`config.mk`:
```
export PLATFORM = sky130hd
export DESIGN_NAME = bluetooth_tx
export DESIGN_NICKNAME = d
export VERILOG_FILES = /design/src/rtl/bluetooth_tx.sv
export SDC_FILE = /design/constraint.sdc
export NUM_CORES = 1
export LEC_CHECK = 0
export ABC_AREA = 1
export CAP_MARGIN = 20
export CORE_UTILIZATION = 32
export DETAILED_ROUTE_END_ITERATION = 7
export PLACE_DENSITY = 0.57
export SLEW_MARGIN = 10
export SYNTH_ARGS = -nofsm -noshare
export SYNTH_HDL_FRONTEND = slang
export SYNTH_SLANG_ARGS = --single-unit
```
`constraint.sdc`:
```
create_clock -name clk -period 7.6 [get_ports clk]
set_clock_uncertainty 0.15 [all_clocks]
set_input_delay 1.14 -clock clk [delete_from_list [all_inputs] [get_ports clk]]
set_output_delay 1.14 -clock clk [all_outputs]
set_load 0.01 [all_outputs]
```
`src/rtl/bluetooth_tx.sv`:
```
// bluetooth_tx: 8N1 UART transmitter (LSB first) feeding the Bluetooth module TX pin.
// Bytes are queued through a valid/ready write port into a small circular FIFO
// and serialized back-to-back with no idle gap between frames.
//
// Ports:
//   clk         system clock
//   reset_n     asynchronous active-low reset
//   in_valid    byte-write request
//   in_data     byte to queue
//   in_ready    FIFO can accept a byte this cycle (registered)
//   TX          serial line, idle high (registered)
//   tx_busy     a frame is on the line (START, DATA or STOP)
//   tx_done     one-cycle pulse when a stop bit completes
//   fifo_count  bytes queued, excluding the byte being sent
module bluetooth_tx #(
    parameter int unsigned CLKS_PER_BIT = 10416,
    parameter int unsigned FIFO_DEPTH   = 4,
    parameter int unsigned CNT_W        = 3
) (
    input  logic             clk,
    input  logic             reset_n,
    input  logic             in_valid,
    input  logic [7:0]       in_data,
    output logic             in_ready,
    output logic             TX,
    output logic             tx_busy,
    output logic             tx_done,
    output logic [CNT_W-1:0] fifo_count
);

    localparam int unsigned BAUD_W = $clog2(CLKS_PER_BIT);
    localparam int unsigned PTR_W  = $clog2(FIFO_DEPTH);
    localparam logic [BAUD_W-1:0] BAUD_LAST = BAUD_W'(CLKS_PER_BIT - 1);
    localparam logic [CNT_W-1:0]  CNT_FULL  = CNT_W'(FIFO_DEPTH);

    typedef enum logic [1:0] {
        S_IDLE,
        S_START,
        S_DATA,
        S_STOP
    } state_t;

    logic [7:0]        mem [FIFO_DEPTH];
    logic [PTR_W-1:0]  wr_ptr;
    logic [PTR_W-1:0]  rd_ptr;
    state_t            state;
    logic [BAUD_W-1:0] baud_cnt;
    logic [2:0]        bit_idx;
    logic [7:0]        shift;

    logic              push_c;
    logic              pop_c;
    logic              bit_end_c;
    logic [CNT_W-1:0]  count_nxt_c;

    // Handshake and pop decisions; pop uses the pre-edge count, so a byte
    // pushed into an empty FIFO is popped one edge later.
    assign bit_end_c = (baud_cnt == BAUD_LAST);
    assign push_c    = in_valid & in_ready;
    assign pop_c     = (fifo_count != '0) &&
                       ((state == S_IDLE) || ((state == S_STOP) && bit_end_c));

    // Next occupancy; push and pop on the same edge cancel.
    always_comb begin
        count_nxt_c = fifo_count;
        case ({push_c, pop_c})
            2'b10:   count_nxt_c = fifo_count + CNT_W'(1);
            2'b01:   count_nxt_c = fifo_count - CNT_W'(1);
            default: count_nxt_c = fifo_count;
        endcase
    end

    // FIFO pointers, occupancy and registered ready.
    always_ff @(posedge clk or negedge reset_n) begin
        if (!reset_n) begin
            wr_ptr     <= '0;
            rd_ptr     <= '0;
            fifo_count <= '0;
            in_ready   <= 1'b1;
        end else begin
            if (push_c) wr_ptr <= wr_ptr + PTR_W'(1);
            if (pop_c)  rd_ptr <= rd_ptr + PTR_W'(1);
            fifo_count <= count_nxt_c;
            in_ready   <= (count_nxt_c < CNT_FULL);
        end
    end

    // FIFO storage; contents need no reset since the pointers gate every read.
    always_ff @(posedge clk) begin
        if (push_c) mem[wr_ptr] <= in_data;
    end

    // Frame FSM: START, 8 DATA bits, STOP, each CLKS_PER_BIT cycles long.
    always_ff @(posedge clk or negedge reset_n) begin
        if (!reset_n) begin
            state    <= S_IDLE;
            baud_cnt <= '0;
            bit_idx  <= '0;
            shift    <= '0;
            TX       <= 1'b1;
            tx_busy  <= 1'b0;
            tx_done  <= 1'b0;
        end else begin
            tx_done <= 1'b0;
            case (state)
                S_IDLE: begin
                    TX      <= 1'b1;
                    tx_busy <= 1'b0;
                    if (pop_c) begin
                        shift    <= mem[rd_ptr];
                        baud_cnt <= '0;
                        TX       <= 1'b0;
                        tx_busy  <= 1'b1;
                        state    <= S_START;
                    end
                end
                S_START: begin
                    if (bit_end_c) begin
                        baud_cnt <= '0;
                        bit_idx  <= '0;
                        TX       <= shift[0];
                        state    <= S_DATA;
                    end else begin
                        baud_cnt <= baud_cnt + BAUD_W'(1);
                    end
                end
                S_DATA: begin
                    if (bit_end_c) begin
                        baud_cnt <= '0;
                        if (bit_idx == 3'd7) begin
                            TX    <= 1'b1;
                            state <= S_STOP;
                        end else begin
                            // Next bit is shift[1] before the shift lands.
                            bit_idx <= bit_idx + 3'd1;
                            shift   <= {1'b0, shift[7:1]};
                            TX      <= shift[1];
                        end
                    end else begin
                        baud_cnt <= baud_cnt + BAUD_W'(1);
                    end
                end
                S_STOP: begin
                    if (bit_end_c) begin
                        baud_cnt <= '0;
                        tx_done  <= 1'b1;
                        if (pop_c) begin
                            // Chain straight into the next start bit.
                            shift <= mem[rd_ptr];
                            TX    <= 1'b0;
                            state <= S_START;
                        end else begin
                            tx_busy <= 1'b0;
                            state   <= S_IDLE;
                        end
                    end else begin
                        baud_cnt <= baud_cnt + BAUD_W'(1);
                    end
                end
                default: begin
                    TX      <= 1'b1;
                    tx_busy <= 1'b0;
                    state   <= S_IDLE;
                end
            endcase
        end
    end

endmodule

```
==> qor.yml <==
yosys:
  yosys_warnings: 0
  synth_nets: 399
  synthFlopType: "dfrtp_1"
  yosysTopAreaCell: "edfxtp_1"
  synth_async_sr_flop_share_pct: 54.3
  synth.avg_cell_area_um2: 9.45
  ys_seq_area_share_pct: 54.3
  syn_area_mm2: 0.00353
  synthDistinctLibCells: 35
  synth_edf_count: 32
  synth-seq-cells: 70
  yosysTopAreaCellShare_pct: 27.3
  synth_cells: 373
  synth.area.top_cells: "edfxtp_1, dfrtp_1, nand2_1"
clocking:
  cts_setup_buffers: 0
  cts_buffer_depth: 2
  clk_latency_ns: 0.35
  cts_buffers: 9
  cts_resized: 0
  cts_sinks: 70
  cts_tree: "done"
  cts_hold_buf: 0
  clk_pin_slew_ns: 0.08
  cts-root-buf: "clkbuf_8"
  htree_levels: 3
finish:
  antenna_cells: 0
  drive_above_1_share_pct: 11.3
  finalNetCount: 420
  regArea_mm2: 0.00191
  area_delta_synth_final_pct: 13.8
  multiInputGateArea_mm2: 0.00142
  fill_cells: 1068
timing:
  finalHoldViolations: 0
  period_minus_slack_ns: 2.83
  finalSetupViolations: 0
  worst_slack_ns: 4.77
  slew_violations: 0
  worst_slew_pin_slew_ns: 0.892
  holdWs_ns: 0.324
  rsz0062_at_grt: "no"
  setup_tns_ns: 0
  slew_headroom_pct: 40.5
  timing.final.crit_share_pct: 37.3
  fmax_mhz: 353
setup_path:
  critPathLaunchType: "primary input"
  crit_slowest_cell: "clkdlybuf4s50_1"
  crit_arrival_ns: 2.96
  reg2reg_depth: 11
  path_max_fanout: 8
  path_cells: "clkdlybuf4s50_1 > nand2_1 > ha_1 > fa_1 > o21ai_0 > xor2_1 > inv_1"
  critPathRequiredTime_ns: 7.73
  worstSetupPathType: "in -> reg"
  cp-end-kind: "register"
  cp_slowest_stage_delay_ns: 0.46
power_and_ir_drop:
  p_leak_nw: 1.72
  vdd_ir_drop_max_v: 0.000103
  p_per_area_mw_per_mm2: 220
floorplanning:
  ioPinCount: 18
  die_height_um: 107
  start_util_pct: 33.6
  num_rows: 37
  fp.dieW_um: 107
  core_area_mm2: 0.0105
  dieArea_mm2: 0.0114
placed_design:
  dp_slack_ns: 4.39
  io_buffers: 17
  routabilityCongestion: 0.756
  dpl.hpwl_um: 4840
grt:
  met3_usage_pct: 3.28
  antenna_found_initial: 0
  grt_max_degree: 39
  grt_overflow: 0
  first_global_vias: 2441
  top_usage_layer: "met2"
  grt_use_total_pct: 13.2
  use_met1_pct: 17.8
  grtUsageMet2_pct: 20.2
  grt_pass1_wl_um: 11700
min_path:
  hold_class: "reg -> reg"
  hold_depth: 2
routing:
  dr.first_iter.drc_count: 126
  vias_per_cell: 4.65
  drt-total-wl_um: 6730
  via_count: 2489
  drcViolationCount: 0
  avgRoutedWirePerCell_um: 12.6
  drtPass1Iterations: 4
  ant_nets: 0
run:
  cap_violations: 0
run_status:
  status: "finished, final reports clean"
critical path, delay by kind of cell:
kind,cells,cell delay (ns)
fa+ha+maj,2,0.71
buf+inv,2,0.52
compound gates,1,0.21
simple gates,1,0.20
xor+xnor,1,0.19
state kept, by name, summed over array words and instances (netlist names), named ones only:
register / flops
wr_ptr: 2
bit_idx: 3
baud_cnt: 14
state: 2
in_ready: 1
TX: 1
rd_ptr: 2
tx_done: 1
shift: 8
fifo_count: 2
tx_busy: 1
mem: 32
placed cells by master (no fill, tap or decap), types with 14 or more instances in the layout:
cell type        count
nand3_1             43
dfrtp_1             36
nand2_1            106
edfxtp_1            32
inv_1               33
nor2_1              19
clkdlybuf4s50_1     16
ha_1                14
o21ai_0             17
cell families (layout without fill, tap and decap cells):
kind of cell / count (synthesis) / count (layout) / share of synthesized area, %
flip-flops: 70 / 70 / 54.3
AO/OA/AOI/OAI: 35 / 35 / 5.50
adder cells (fa/ha/maj): 15 / 15 / 5.54
buffers and inverters: 45 / 71 / 5.36
XOR/XNOR: 7 / 7 / 1.74
multiplexers: 1 / 1 / 0.319
AND/OR/NAND/NOR: 200 / 200 / 27.3
layout make-up:
type | instances | share of cell area [%]
clock buffer | 10 | 3.18
clock inverter | 6 | 1.75
inverter | 38 | 3.55
multi-input combinational | 258 | 35.5
sequential | 70 | 47.7
tap | 136 | 4.24
timing repair buffer | 17 | 4.12
per-layer routing:
layer / share of wire [%] / up-vias
li1: - / 1269
met1: 50 / 1169
met2: 45 / 39
met3: 3.5 / 12
met4: 1.6 / 0
met5: 0 / -
path summary, 6_finish.rpt:
path	from	to	slack (ns)
min in group asynchronous	reset_n	baud_cnt[9]	0.74
max in group asynchronous	reset_n	shift[6]	5.97
max reg2reg	state[0]	in_ready	4.96
max	in_valid	in_ready	4.77
min	shift[6]	shift[6]	0.32
min reg2reg	shift[6]	shift[6]	0.32
cells in the mapped netlist, types with 4 or more instances:
cell type  instances
a21oi_1            9
buf_2              4
dfrtp_1           36
edfxtp_1          32
ha_1              14
inv_1             33
inv_2              4
nand2_1          106
nand2_4            6
nand3_1           43
nor2_1            19
nor2_2             4
nor2_4             4
nor3_1             7
o21ai_0           17
o22ai_1            5
xor2_1             6
per-stage QoR:
step	instance area [um^2]	power, W	std cells	util, %
2_1_floorplan	3530	0.000533	373	-
3_3_place_gp	3810	0.000585	519	36.3
3_5_place_dp	3810	0.000590	519	36.3
4_1_cts	4010	0.000897	535	38.2
5_1_grt	4010	0.000926	535	38.2
6_report	4010	0.000884	535	38.2
report_power, final:
part,switching (W),internal (W),total [W],leakage [nW]
clock network,0.000151,0.000153,0.000305,0.0891
registers,0.0000203,0.000441,0.000462,0.758
logic,0.0000663,0.0000511,0.000117,0.877
(Power assumes the default switching activity.)
==> edit, RTL diff (same flow settings) <==
The 4 states of `state_t` get a Gray code encoding in 2 bits.
--- a/src/rtl/bluetooth_tx.sv
+++ b/src/rtl/bluetooth_tx.sv
@@ -34,10 +34,10 @@
     localparam logic [CNT_W-1:0]  CNT_FULL  = CNT_W'(FIFO_DEPTH);
 
     typedef enum logic [1:0] {
-        S_IDLE,
-        S_START,
-        S_DATA,
-        S_STOP
+        S_IDLE  = 2'b00,
+        S_START = 2'b01,
+        S_DATA  = 2'b11,
+        S_STOP  = 2'b10
     } state_t;
 
     logic [7:0]        mem [FIFO_DEPTH];
Formal check against the unedited RTL: no difference found for any inputs over 10 cycles, from zero or initial values and one cycle with reset_n low; not proved beyond that.
==> edit against the unedited design <==
Setup slack improved by 20 ps. Critical path depth rose by 1. Routed wire length fell by 6.2%. Sequential cell count did not move. Sequential share of layout area rose by 1.9 points. Count of clock-buffer cells in the layout fell by 1. Synthesized area fell by 5.2%. Power rose by 5.0%. Maximum frequency rose by 0.71%. Register-to-register slack improved by 40 ps. First-iteration DRC count fell by 32%. Final area fell by 3.8%. Highest routed layer unchanged.
==> edit: results (changes against the unedited design) <==
Synth area leaders=edfxtp_1 (29%), dfrtp_1 (27%), nand2_1 (9.5%); nets=407 (-3.1%); Place WS=4391 ps (-0.8200 ps); Syn Nets=387 (-3.0%); register area share after synthesis=57.26% (+3.0 points); first-pass GRT wire length=10840 microns (-7.4%); drt via density=4.570 (-1.8%); worst skew pair latency=around 360 ps; dpl cell area=0.003632 sq mm (-4.8%); worst vdd ir=0.1078 mV (+5.1%); synth cell count leaders=nand2_1 (85), nor2_1 (52), inv_1 (38); drt wl/cell=12.03 microns (-4.4%); clk buf depth=2 (unchanged); Avg Cell Area, Syn=9.110 sq um (-3.6%); post-DP HPWL=4469 microns (-7.7%); Routed Antenna Nets=0 (unchanged); Worst-path clk slew=80 ps (about the same); FF-to-FF path depth=13 (+2); Min Hold Slack=331.2 ps (+7.121 ps); count of cell types in the netlist=31 (-11%); drt total wl=6317 microns (-6.2%); Pint=0.0006814 W (+5.5%); Total GRT Usage=12.72% (-0.49 points); status=finished, final reports clean; Worst Max-Slew Pin Slew=844.1 ps (-48.31 ps); vias in the first global route=2260 (-7.4%); placed cells=509 (-1.9%); fill count=996 (-6.7%); share of cells above drive strength 1=7.653% (-3.6 points)
edit: power by group through the flow:
stage / sequential, W / combinational [W] / clock [W]
after floorplan: 0.000470 / 0.0000657 / 0
after global placement: 0.000469 / 0.000118 / 0
after detailed placement: 0.000470 / 0.000121 / 0
after CTS: 0.000462 / 0.000121 / 0.000359
after global routing: 0.000467 / 0.000135 / 0.000372
final: 0.000460 / 0.000118 / 0.000349
edit: layout make-up:
class	instances	area, sq um	area share (%)
inverters	38	142.6	3.694
multi-input cells	251	1244	32.21
clock inverters	7	105.1	2.722
well taps	133	166.4	4.310
repair buffers	17	165.2	4.277
clock buffers	9	123.9	3.208
flip-flops and latches	70	1914	49.58
edit: logic make-up after synthesis:
kind of cell	Yosys count	synth area share (%)
and+or+nand+nor	181	23.02
muxes	1	0.3368
DFF	70	57.26
buffers and inverters	46	5.539
AOI/OAI and AO/OA	53	8.421
adders and majority gates	9	3.593
xor gates and xnor gates	7	1.834
edit: layer usage:
metal	global-route usage, %	routed length [microns]
met1	16.67	3154
met2	19.57	2795
met3	3.634	247
met4	5.510	119
met5	0	0
edit: path summary, 6_finish.rpt:
path                                                  to                    start
max in group asynchronous         bit_idx[2]$_DFFE_PN0P_                  reset_n
worst min-delay path                 tx_busy$_DFFE_PN0P_      tx_busy$_DFFE_PN0P_
min in group asynchronous       baud_cnt[12]$_DFFE_PN0N_                  reset_n
worst max register to register        in_ready$_DFF_PN1_  baud_cnt[0]$_DFFE_PN0N_
worst min register to register       tx_busy$_DFFE_PN0P_      tx_busy$_DFFE_PN0P_
worst max-delay path                  in_ready$_DFF_PN1_                 in_valid
edit: worst max-delay path, cell delays in order:
cell and delay [ps]:
clkdlybuf4s50_1 460, nand2_1 190, ha_1 310, fa_1 380, a21oi_1 140, o21ai_0 110, xor2_1 170, inv_1 60
